[config.mk]
export PLATFORM = sky130hd
export DESIGN_NAME = div_share_arbiter
export DESIGN_NICKNAME = d
export VERILOG_FILES = /design/src/rtl/div_share_pkg.sv /design/src/rtl/rr_arb2.sv /design/src/rtl/div_share_arbiter.sv
export SDC_FILE = /design/constraint.sdc
export NUM_CORES = 1
export LEC_CHECK = 0
export ABC_CLOCK_PERIOD_IN_PS = 3700
export CAP_MARGIN = 20
export CORE_UTILIZATION = 49
export CTS_CLUSTER_SIZE = 14
export DETAILED_ROUTE_END_ITERATION = 10
export GPL_TIMING_DRIVEN = 0
export PLACE_DENSITY_LB_ADDON = 0.25
export SLEW_MARGIN = 20
export SYNTH_ARGS = -nofsm -noshare
export SYNTH_HDL_FRONTEND = slang
export SYNTH_SLANG_ARGS = --single-unit
[constraint.sdc]
create_clock -name clk -period 3.7 [get_ports clk]
set_input_delay 1.11 -clock clk [delete_from_list [all_inputs] [get_ports clk]]
set_output_delay 1.11 -clock clk [all_outputs]
set_load 0.02 [all_outputs]
[src/rtl/div_share_pkg.sv]
// Shared types and defaults for the two-requester divider arbiter.
// Latency: n/a (package only).
// Backpressure: n/a (package only).
package div_share_pkg;

    // Arbiter FSM encoding; values are fixed so waveforms decode consistently.
    typedef enum logic [1:0] {
        IDLE  = 2'd0,
        ISSUE = 2'd1,
        WAIT  = 2'd2,
        RESP  = 2'd3
    } state_t;

    // Default operand width (the divider iterates once per bit).
    localparam int DEF_WIDTH   = 16;
    // Default watchdog limit in WAIT cycles; must exceed the divider latency.
    localparam int DEF_TIMEOUT = 40;

endpackage

[src/rtl/rr_arb2.sv]
// Two-requester round-robin picker with an internal last-grant pointer.
// Latency: grant is combinational from req; pointer updates on the enabled edge.
// Backpressure: none; a grant is produced only while enable is high.
//
// Ports:
//   clk, reset_a_n : clock and async active-low reset (pointer resets to 1)
//   req            : request levels
//   en             : commit the current pick and advance the pointer
//   gnt            : one-hot pick (zero when en is low or no request)
module rr_arb2 (
    input  logic       clk,
    input  logic       reset_a_n,
    input  logic [1:0] req,
    input  logic       en,
    output logic [1:0] gnt
);

    // Index of the most recent winner. Reset to 1 so requester 0 wins first.
    logic last_gnt;

    always_comb begin
        gnt = 2'b00;
        if (en) begin
            case (req)
                2'b01:   gnt = 2'b01;
                2'b10:   gnt = 2'b10;
                // Contention: whoever did not win last time goes now.
                2'b11:   gnt = last_gnt ? 2'b01 : 2'b10;
                default: gnt = 2'b00;
            endcase
        end
    end

    always_ff @(posedge clk or negedge reset_a_n) begin
        if (!reset_a_n) begin
            last_gnt <= 1'b1;
        end else if (en && (req != 2'b00)) begin
            last_gnt <= gnt[1];
        end
    end

endmodule

[src/rtl/div_share_arbiter.sv]
// Shares one multi-cycle divider between two requesters (round-robin), screens divide-by-zero.
// Latency: req at cycle 0 -> div_start at 1; div_done at k -> rsp_valid at k+1; div-by-zero -> rsp_valid at 1.
// Backpressure: requesters hold req/operands until their rsp_valid; one op in flight, one IDLE cycle between ops.
//
// Ports:
//   clk, reset_a_n                : clock, async active-low reset
//   req[1:0]                      : request levels
//   dividend0/divisor0, dividend1/divisor1 : per-requester operands
//   gnt[1:0]                      : one-hot grant, held from ISSUE through RESP
//   rsp_valid[1:0]                : one-cycle response pulse to the winner
//   rsp_quot, rsp_rem, rsp_err    : response data, held between responses
//   busy                          : high whenever not IDLE
//   div_start, div_dividend, div_divisor : divider launch interface
//   div_done, div_quot, div_rem   : divider completion interface
//   timeout_flag                  : sticky watchdog indicator (only with DIV_SHARE_ARB_TIMEOUT_EN)
//
// Build option: define DIV_SHARE_ARB_TIMEOUT_EN to add a WAIT watchdog of TIMEOUT cycles.
module div_share_arbiter
    import div_share_pkg::*;
#(
    parameter int WIDTH   = DEF_WIDTH,
    parameter int TIMEOUT = DEF_TIMEOUT
) (
    input  logic             clk,
    input  logic             reset_a_n,
    input  logic [1:0]       req,
    input  logic [WIDTH-1:0] dividend0,
    input  logic [WIDTH-1:0] divisor0,
    input  logic [WIDTH-1:0] dividend1,
    input  logic [WIDTH-1:0] divisor1,
    output logic [1:0]       gnt,
    output logic [1:0]       rsp_valid,
    output logic [WIDTH-1:0] rsp_quot,
    output logic [WIDTH-1:0] rsp_rem,
    output logic             rsp_err,
    output logic             busy,
`ifdef DIV_SHARE_ARB_TIMEOUT_EN
    output logic             timeout_flag,
`endif
    output logic             div_start,
    output logic [WIDTH-1:0] div_dividend,
    output logic [WIDTH-1:0] div_divisor,
    input  logic             div_done,
    input  logic [WIDTH-1:0] div_quot,
    input  logic [WIDTH-1:0] div_rem
);

    state_t           state;
    logic [1:0]       pick;
    logic [WIDTH-1:0] sel_dividend;
    logic [WIDTH-1:0] sel_divisor;

`ifdef DIV_SHARE_ARB_TIMEOUT_EN
    localparam int            CW       = $clog2(TIMEOUT + 1);
    // Count value on the last WAIT cycle allowed before the abort.
    localparam logic [CW-1:0] CNT_LAST = CW'(TIMEOUT - 1);
    logic [CW-1:0]            wait_cnt;
`endif

    // Picker only commits while IDLE so the pointer moves once per operation.
    rr_arb2 u_arb (
        .clk       (clk),
        .reset_a_n (reset_a_n),
        .req       (req),
        .en        (state == IDLE),
        .gnt       (pick)
    );

    always_comb begin
        sel_dividend = pick[1] ? dividend1 : dividend0;
        sel_divisor  = pick[1] ? divisor1  : divisor0;
    end

    always_ff @(posedge clk or negedge reset_a_n) begin
        if (!reset_a_n) begin
            state        <= IDLE;
            gnt          <= 2'b00;
            rsp_valid    <= 2'b00;
            rsp_quot     <= '0;
            rsp_rem      <= '0;
            rsp_err      <= 1'b0;
            busy         <= 1'b0;
            div_start    <= 1'b0;
            div_dividend <= '0;
            div_divisor  <= '0;
`ifdef DIV_SHARE_ARB_TIMEOUT_EN
            wait_cnt     <= '0;
            timeout_flag <= 1'b0;
`endif
        end else begin
            // Pulses default low; only the states below raise them for one cycle.
            div_start <= 1'b0;
            rsp_valid <= 2'b00;

            case (state)
                IDLE: begin
                    if (req != 2'b00) begin
                        gnt          <= pick;
                        busy         <= 1'b1;
                        div_dividend <= sel_dividend;
                        div_divisor  <= sel_divisor;
                        if (sel_divisor == '0) begin
                            // Answer locally; the divider is never started.
                            rsp_valid <= pick;
                            rsp_err   <= 1'b1;
                            rsp_quot  <= '0;
                            rsp_rem   <= '0;
                            state     <= RESP;
                        end else begin
                            // Raised here so the pulse lines up with the ISSUE cycle.
                            div_start <= 1'b1;
                            state     <= ISSUE;
                        end
                    end
                end

                ISSUE: begin
`ifdef DIV_SHARE_ARB_TIMEOUT_EN
                    wait_cnt <= '0;
`endif
                    state <= WAIT;
                end

                WAIT: begin
                    // A done on the same cycle as the watchdog expiry takes priority.
                    if (div_done) begin
                        rsp_quot  <= div_quot;
                        rsp_rem   <= div_rem;
                        rsp_err   <= 1'b0;
                        rsp_valid <= gnt;
                        state     <= RESP;
                    end
`ifdef DIV_SHARE_ARB_TIMEOUT_EN
                    else if (wait_cnt == CNT_LAST) begin
                        rsp_quot     <= '0;
                        rsp_rem      <= '0;
                        rsp_err      <= 1'b1;
                        rsp_valid    <= gnt;
                        timeout_flag <= 1'b1;
                        state        <= RESP;
                    end else begin
                        wait_cnt <= wait_cnt + CW'(1);
                    end
`endif
                end

                RESP: begin
                    gnt   <= 2'b00;
                    busy  <= 1'b0;
                    state <= IDLE;
                end

                default: state <= IDLE;
            endcase
        end
    end

endmodule

Yosys cells after proc, flatten, opt, wreduce, memory -nomap -nowiden
Cells that the tools add are included.
- input port bits: 101
- output and inout bits: 71
- logic and storage cells: 60
- bits in registers: 74
- equal/unequal tests: 9
- reductions and logical operators: 10
- mux-type cells: 30
- operators with widths (operator ; count):
    16-bit 2-to-1 mux ; 6
    16-bit case mux with 2 select lines ; 2
    2-bit 2-to-1 mux ; 9
    16-bit zero test ; 1
    2-bit == test (second input constant) ; 4
    2-bit case mux with 2 select lines ; 2
    2-bit case mux with 4 select lines ; 1
    1-bit 2-to-1 mux ; 7
    2-bit != test (second input constant) ; 3
    2-bit case mux with 3 select lines ; 1
    2-bit AND reduction ; 3
    2-bit nonzero test ; 3
    2-bit by 1-bit == test with 1-bit output (second input constant) ; 2
    1-bit case mux with 2 select lines ; 2
    4-bit AND reduction ; 1
    2-bit zero test ; 1
    1-bit logical AND ; 1

Depth between registers and ports, before layout
Gate-level depths: netlist (run 1).
- depth in word-level cells: 8
- depth in mapped cells: 8
- depth with buffers taken out: 6

Modules after synthesis
Synthesis (run 1) repeated with hierarchy kept, for this count alone.
- cells, all modules: 302
- area total of the unflattened synthesis: 3373.2 um^2
- by module, submodules not included (module ; area an instance (um^2) ; cells an instance ; seq. area each (um^2) ; times used):
    div_share_arbiter ; 3310.7 ; 294 ; 1826.8 ; 1
    rr_arb2 ; 62.6 ; 8 ; 26.3 ; 1

Worst setup path after synthesis (run 1)
No wires, ideal clock.
- path type: input -> register
- start point: input port req[1]
- end point: register rsp_quot[15]
- data arrival time: 2211 ps
- stages on the path: 6
- path slack: 1364 ps
- library setup time: 125 ps
- required time: 3575 ps
- path buffers: 2
- path through: buf_2 -> nor2_1 -> a31o_1 -> o22a_1 -> buf_6 -> mux2_2
- word-level cells in the longest chain between the ends: 7
- elaborated cells on any way between the ends: 11
- those cells by class: eq/ne: 5; mux: 3; reduce/logical: 3
- RTL lines (element ; line ; source):
    start, declared ; div_share_arbiter.sv:26 ; input logic [1:0] req,
    2-bit == test / 2-bit by 1-bit == test with 1-bit output (equally long branches) ; rr_arb2.sv:24 ; case (req)
    2-bit case mux with 3 select lines ; rr_arb2.sv:24 ;
    2-bit 2-to-1 mux ; rr_arb2.sv:23 ; if (en) begin
    16-bit 2-to-1 mux ; div_share_arbiter.sv:71 ; sel_divisor = pick[1] ? divisor1 : divisor0;
    16-bit zero test ; div_share_arbiter.sv:102 ; if (sel_divisor == '0) begin
    2-bit != test (no line) ; n/a ;
    4-bit AND reduction (no line) * ; n/a ;
    end signal, assigned ; div_share_arbiter.sv:127 ; rsp_quot <= div_quot;
    end, declared ; div_share_arbiter.sv:33 ; output logic [WIDTH-1:0] rsp_quot,
Mark *: on every way between the ends. The rest lies on a longest branch, timed or not.
A chain may end at the register's enable or synchronous reset.

Worst setup path in the final report (run 1)
- start point: input port divisor0[0]
- end point: register rsp_rem[13]
- word-level cells in the longest chain between the ends: 4
- RTL lines (element ; line ; source):
    start, declared ; div_share_arbiter.sv:28 ; input logic [WIDTH-1:0] divisor0,
    16-bit 2-to-1 mux ; div_share_arbiter.sv:71 ;
    16-bit zero test ; div_share_arbiter.sv:102 ;
    2-bit != test (no line) ; n/a ;
    4-bit AND reduction (no line) ; n/a ;
    end signal, assigned ; div_share_arbiter.sv:128 ; rsp_rem <= div_rem;
    end, declared ; div_share_arbiter.sv:34 ; output logic [WIDTH-1:0] rsp_rem,
Every way passes these cells.

==> impl_metrics.toml, run 1 <==
[setup_path]
cp-end-kind = "flop"
crit_type = "in2reg"
cp_max_fo = 10
crit_path_start_kind = "input pin"
required_ns = 3.95
cp.arrival_ns = 2.94

[detailed_routing]
wire_per_inst_um = 17.4
vias = 4967
ant_nets = 0
viasPerCell = 5.98
drc = 0
drtPass1Iterations = 4
drtIter0Drc = 252
drt-total-wl_um = 14400

[sta]
clock.fmax_mhz = 373
rsz0062_at_grt = "no"
fin_crit_sh_pct = 72.5
worst_slew_pin_slew_ns = 0.750
slew_viol_final = 0
setup_viol = 0
relSlewSlack_pct = 49.7
skew_ns = 0.0166
period_minus_slack_ns = 2.68
finalHoldViolCount = 0
fin_hold_ws_ns = 0.483
finalWorstSetupSlack_ns = 1.02

[floorplanning]
io_pins = 172
core_area_sq_mm = 0.00920
initial_utilization_pct = 50.2
die-height_um = 99.0
dieArea_sq_mm = 0.00981
rows = 35
fp.dieW_um = 99.0

[clock_tree]
path_clk_slew_ns = 0.08
clock-sinks = 74
clockBufferDepth = 2
cts_tree = "built"
cts_resized = 0
post_cts_buffers = 0
h-tree-depth = 3
insertion_delay_ns = 0.35
numCtsBuffers = 9
cts-root-buf = "clkbuf_8"
holdBufCountCts = 0

[cells_and_area]
drive_above_1_share_pct = 5.97
multi_input_area_sq_mm = 0.00249
syn2layout_area_growth_pct = 44.8
most-common-layout-cells = "clkdlybuf4s50_1, dfrtp_1, nand2_1"
mostFrequentLayoutCell = "clkdlybuf4s50_1"
fin_nets = 819
fillers = 731
antenna_cells = 0
stdcell_area_sq_mm = 0.00668
regArea_sq_mm = 0.00185

[grt]
antenna_found_initial = 0
grt_pass1_vias = 4885
grtUsageTotal_pct = 30.1
grt_pass1_wl_um = 23300
grt_start_max_net_pins = 50
grt_overflow_total = 0

[yosys]
avgSynthCellArea_sq_um = 8.66
ys_warn_count = 0
synth.yosys.seq_area_share_pct = 40.2
synth_cell_type_count = 36
netlist_area_sq_mm = 0.00461
synthCells = 533
syn-num-nets = 637
ys_ff_latch = 74

[flow_run]
maxCapViolCount = 0

[power]
powerDensity_mw_per_mm2 = 782
p_total_mw = 5.22
vdd_drop_max_mv = 0.427
leakage_nw = 2.79

[placement]
post-place-ws_ns = 0.706
gp_congestion = 0.819
buffer_ports.inserted = 170
dpl_cell_area_sq_mm = 0.00648
hpwl_um = 10400

[min_path]
min_path_type = "reg2reg"

[outcome]
status = "complete, no violations"
[cells in the mapped netlist]
library cell,count,area (sq um)
a211oi_1,31,233
a21o_1,1,7.51
a21oi_1,50,250
a21oi_2,1,8.76
a221o_1,1,10.0
a221oi_1,29,254
a22o_1,3,26.3
a31o_1,1,8.76
a31oi_1,16,100
a32o_1,1,10.0
and2_1,31,194
and3_1,1,6.26
buf_12,3,60.1
buf_2,13,65.1
buf_6,1,11.3
clkbuf_1,31,116
dfrtp_1,73,1830
dfstp_2,1,26.3
ha_1,3,37.5
inv_1,4,15.0
mux2_2,2,22.5
mux2i_1,33,330
nand2_1,60,225
nand2b_1,31,194
nand3_1,31,155
nand4_1,2,12.5
nor2_1,37,139
nor2b_1,5,31.3
nor3b_1,1,7.51
nor4_1,4,25.0
nor4_2,4,50.1
o211ai_1,4,30.0
o21ai_0,21,105
o21ai_1,1,5.00
o22a_1,1,8.76
o22ai_1,1,6.26
[registers in the layout (all words and copies together), names as in the netlist]
name / count
rsp_valid: 2
div_divisor: 16
state: 2
rsp_err: 1
rsp_rem: 16
div_dividend: 16
gnt: 2
u_arb.last_gnt: 1
rsp_quot: 16
div_start: 1
busy: 1
[area by class of cell]
class / instances / share of cell area (%)
buffer: 48 / 3.78
clock buffer: 11 / 2.27
clock inverter: 5 / 0.786
inverter: 4 / 0.225
multi-input combinational: 407 / 37.3
sequential: 74 / 27.7
tap: 111 / 2.08
timing repair buffer: 171 / 25.8
[stage by stage]
step	util (%)	std cells	TNS, ns
floorplan	-	533	0
global placement	70.2	814	-88.22
detailed placement	70.5	815	0
CTS	72.7	831	0
global route	72.7	831	0
finish	72.7	831	0
[critical path, stage by stage]
cell	delay, ns
clkdlybuf4s50_1	0.43
nor4_1	0.42
nand4_1	0.21
o22a_1	0.26
buf_6	0.16
buf_12	0.15
mux2i_1	0.19
[kinds of logic (layout without fill, tap and decap cells)]
family | after synthesis | in the layout | synth area share, %
and+or+nand+nor | 207 | 207 | 22.5
AOI/OAI and AO/OA | 162 | 162 | 23.0
DFF | 74 | 74 | 40.2
buffers and inverters | 52 | 239 | 5.80
muxes | 35 | 35 | 7.65
adders and majority gates | 3 | 3 | 0.814
[routing by layer]
| metal | vias to the layer above | track usage, % | share of wire, % |
|---|---|---|---|
| met4 | 0 | 9.30 | 1.7 |
| met3 | 22 | 7.94 | 7.5 |
| met1 | 2416 | 36.0 | 41 |
| met5 | - | 0 | 0 |
| met2 | 219 | 52.8 | 50 |
| li1 | 2310 | - | - |
[final timing paths]
path                                         startpoint                            to  slack [ns]  cells past startpoint
min                        div_dividend[15]$_DFFE_PN0P_  div_dividend[15]$_DFFE_PN0P_        0.48                      2
max reg2reg                        state[0]$_DFFE_PN0P_       rsp_rem[12]$_DFFE_PN0P_        1.47                      8
max in group asynchronous                     reset_a_n    u_arb.last_gnt$_DFFE_PN1P_        2.38                      2
min in group asynchronous                     reset_a_n        rsp_rem[4]$_DFFE_PN0P_        0.68                      1
min reg2reg                div_dividend[15]$_DFFE_PN0P_  div_dividend[15]$_DFFE_PN0P_        0.48                      2
max                                         divisor0[0]       rsp_rem[13]$_DFFE_PN0P_        1.02                      7
[report_power, final]
part,total (mW),switching [mW],leakage (nW),internal [mW]
sequential,1.48,0.303,0.912,1.18
clock,0.662,0.316,0.105,0.345
combinational,3.08,1.69,1.78,1.39
Power figures use the tool's default switching activity.
==> inputs of run 2 (changes only) <==
- ABC_CLOCK_PERIOD_IN_PS: 3700 -> 2300
- CORE_UTILIZATION: 49 -> 41
- clock period: 3.7 -> 2.3 ns (I/O delays scaled with it)
==> run 2 against run 1 <==
Net effect:
- global-route usage fell by 4.8 points
- clock power rose by 93%
- cell area rose by 1.2%
- critical path depth fell by 1
- largest cell class unchanged
- largest power group unchanged
==> impl_metrics.toml, run 2 (same netlist as run 1, synthesis figures left out) <==
[outcome]
status = "complete, no violations"

[setup_path]
crit_path_start_kind = "input pin"
crit_chain = "clkdlybuf4s50_1 -> and2_1 -> buf_2 -> clkbuf_1 -> a221oi_1 -> mux2i_1"
crit_type = "in2reg"
cp_num_buf_inv = 3
cp.arrival_ns = 2.43
cpPeakStageDelay_ns = 0.60
cp-end-kind = "flop"
crit_slowest_cell = "clkdlybuf4s50_1"
required_ns = 2.56
cp_max_fo = 10
crit_family = "buffers and inverters"

[placement]
post-place-ws_ns = -0.242
dpl_cell_area_sq_mm = 0.00652
gp_congestion = 0.872
buffer_ports.inserted = 170
hpwl_um = 10800

[sta]
skew_ns = 0.0119
setup_viol = 0
relSlewSlack_pct = 54.9
finalHoldViolCount = 0
fin_crit_sh_pct = 94.4
slew_viol_final = 0
rsz0062_at_grt = "no"
period_minus_slack_ns = 2.17
worst_slew_pin_slew_ns = 0.673
clock.fmax_mhz = 461
finalWorstSetupSlack_ns = 0.129
setup_tns_ns = 0

[cells_and_area]
mostFrequentLayoutCell = "clkdlybuf4s50_1"
drive_above_1_share_pct = 6.25
syn2layout_area_growth_pct = 46.6
antenna_cells = 0
most-common-layout-cells = "clkdlybuf4s50_1, dfrtp_1, nand2_1"
post-route-util_pct = 62.1
stdcell_area_sq_mm = 0.00677
fin_nets = 819

[grt]
grt_start_max_net_pins = 48
antenna_found_initial = 0
grt_pass1_vias = 4893
grt_pass1_wl_um = 23300
grt_overflow_total = 0
grtUsageTotal_pct = 25.2

[floorplanning]
dieArea_sq_mm = 0.0117
core_area_sq_mm = 0.0109
io_pins = 172
die-height_um = 108
fp.dieW_um = 108
initial_utilization_pct = 42.4
rows = 38

[clock_tree]
insertion_delay_ns = 0.35
holdBufCountCts = 0
cts-root-buf = "clkbuf_8"
h-tree-depth = 3
clock-sinks = 74
numCtsBuffers = 9
path_clk_slew_ns = 0.09
clockBufferDepth = 2
cts_tree = "built"

[min_path]
min_path_type = "in2async"

[detailed_routing]
wire_per_inst_um = 16.9
drtIter0Drc = 246
drc = 0
drt-total-wl_um = 14600
vias = 4926
viasPerCell = 5.73
drtPass1Iterations = 4
ant_nets = 0

[power]
vdd_drop_max_mv = 0.708
leakage_nw = 2.82
powerDensity_mw_per_mm2 = 1270
p_total_mw = 8.60

[flow_run]
maxCapViolCount = 0
==> run 2: cell type report <==
| type | count | area [sq um] |
|---|---|---|
| Buffer | 48 | 258 |
| Tap cell | 140 | 175 |
| Fill cell | 967 | 4120 |
| Timing Repair Buffer | 171 | 1730 |
| Clock inverter | 4 | 98.8 |
| Inverter | 4 | 15.0 |
| Sequential cell | 74 | 1850 |
| Clock buffer | 12 | 145 |
| Multi-Input combinational cell | 407 | 2490 |
==> run 2: power by group <==
group	switching, mW	total, mW	internal, mW
Sequential	0.493	2.38	1.89
Clock	0.524	1.28	0.755
Combinational	2.70	4.94	2.24
==> run 2: final timing paths <==
path / slack, ns / to / depth (start not counted) / start
max: 0.13 / rsp_rem[6]$_DFFE_PN0P_ / 6 / div_done
min: 0.25 / rsp_quot[0]$_DFFE_PN0P_ / 1 / reset_a_n
max reg2reg: 0.17 / rsp_rem[13]$_DFFE_PN0P_ / 8 / state[0]$_DFFE_PN0P_
min reg2reg: 0.48 / div_dividend[14]$_DFFE_PN0P_ / 2 / div_dividend[14]$_DFFE_PN0P_
max in group asynchronous: 1.44 / rsp_rem[10]$_DFFE_PN0P_ / 2 / reset_a_n
min in group clk: 0.48 / div_dividend[14]$_DFFE_PN0P_ / 2 / div_dividend[14]$_DFFE_PN0P_
==> run 2: per-stage QoR <==
stage / std cells / hold slack, ns
after floorplan: 533 / 0.394
after global placement: 843 / 0.462
after detailed placement: 844 / 0.470
after CTS: 860 / 0.253
after global routing: 860 / 0.277
final: 860 / 0.252
==> run 2: worst register-to-register path: cells and delay by family, from the launching register on <==
family | cells | cell delay (ns)
adders and majority gates | 1 | 0.14
DFF | 1 | 0.39
AOI/OAI and AO/OA | 2 | 0.41
buffers and inverters | 4 | 0.98
muxes | 1 | 0.11
==> run 2: repair_timing <==
item	4_1_cts	5_1_grt
buffers inserted	0	0
setup endpoints to repair	0	9
resized for setup	0	9
==> run 2: per-layer routing <==
metal / global-route usage [%] / part of all wire (%) / vias to the layer above
met5: 0 / 0 / -
met1: 30.5 / 42 / 2399
li1: - / - / 2298
met3: 5.73 / 8.0 / 16
met2: 43.6 / 48 / 213
met4: 9.59 / 1.4 / 0
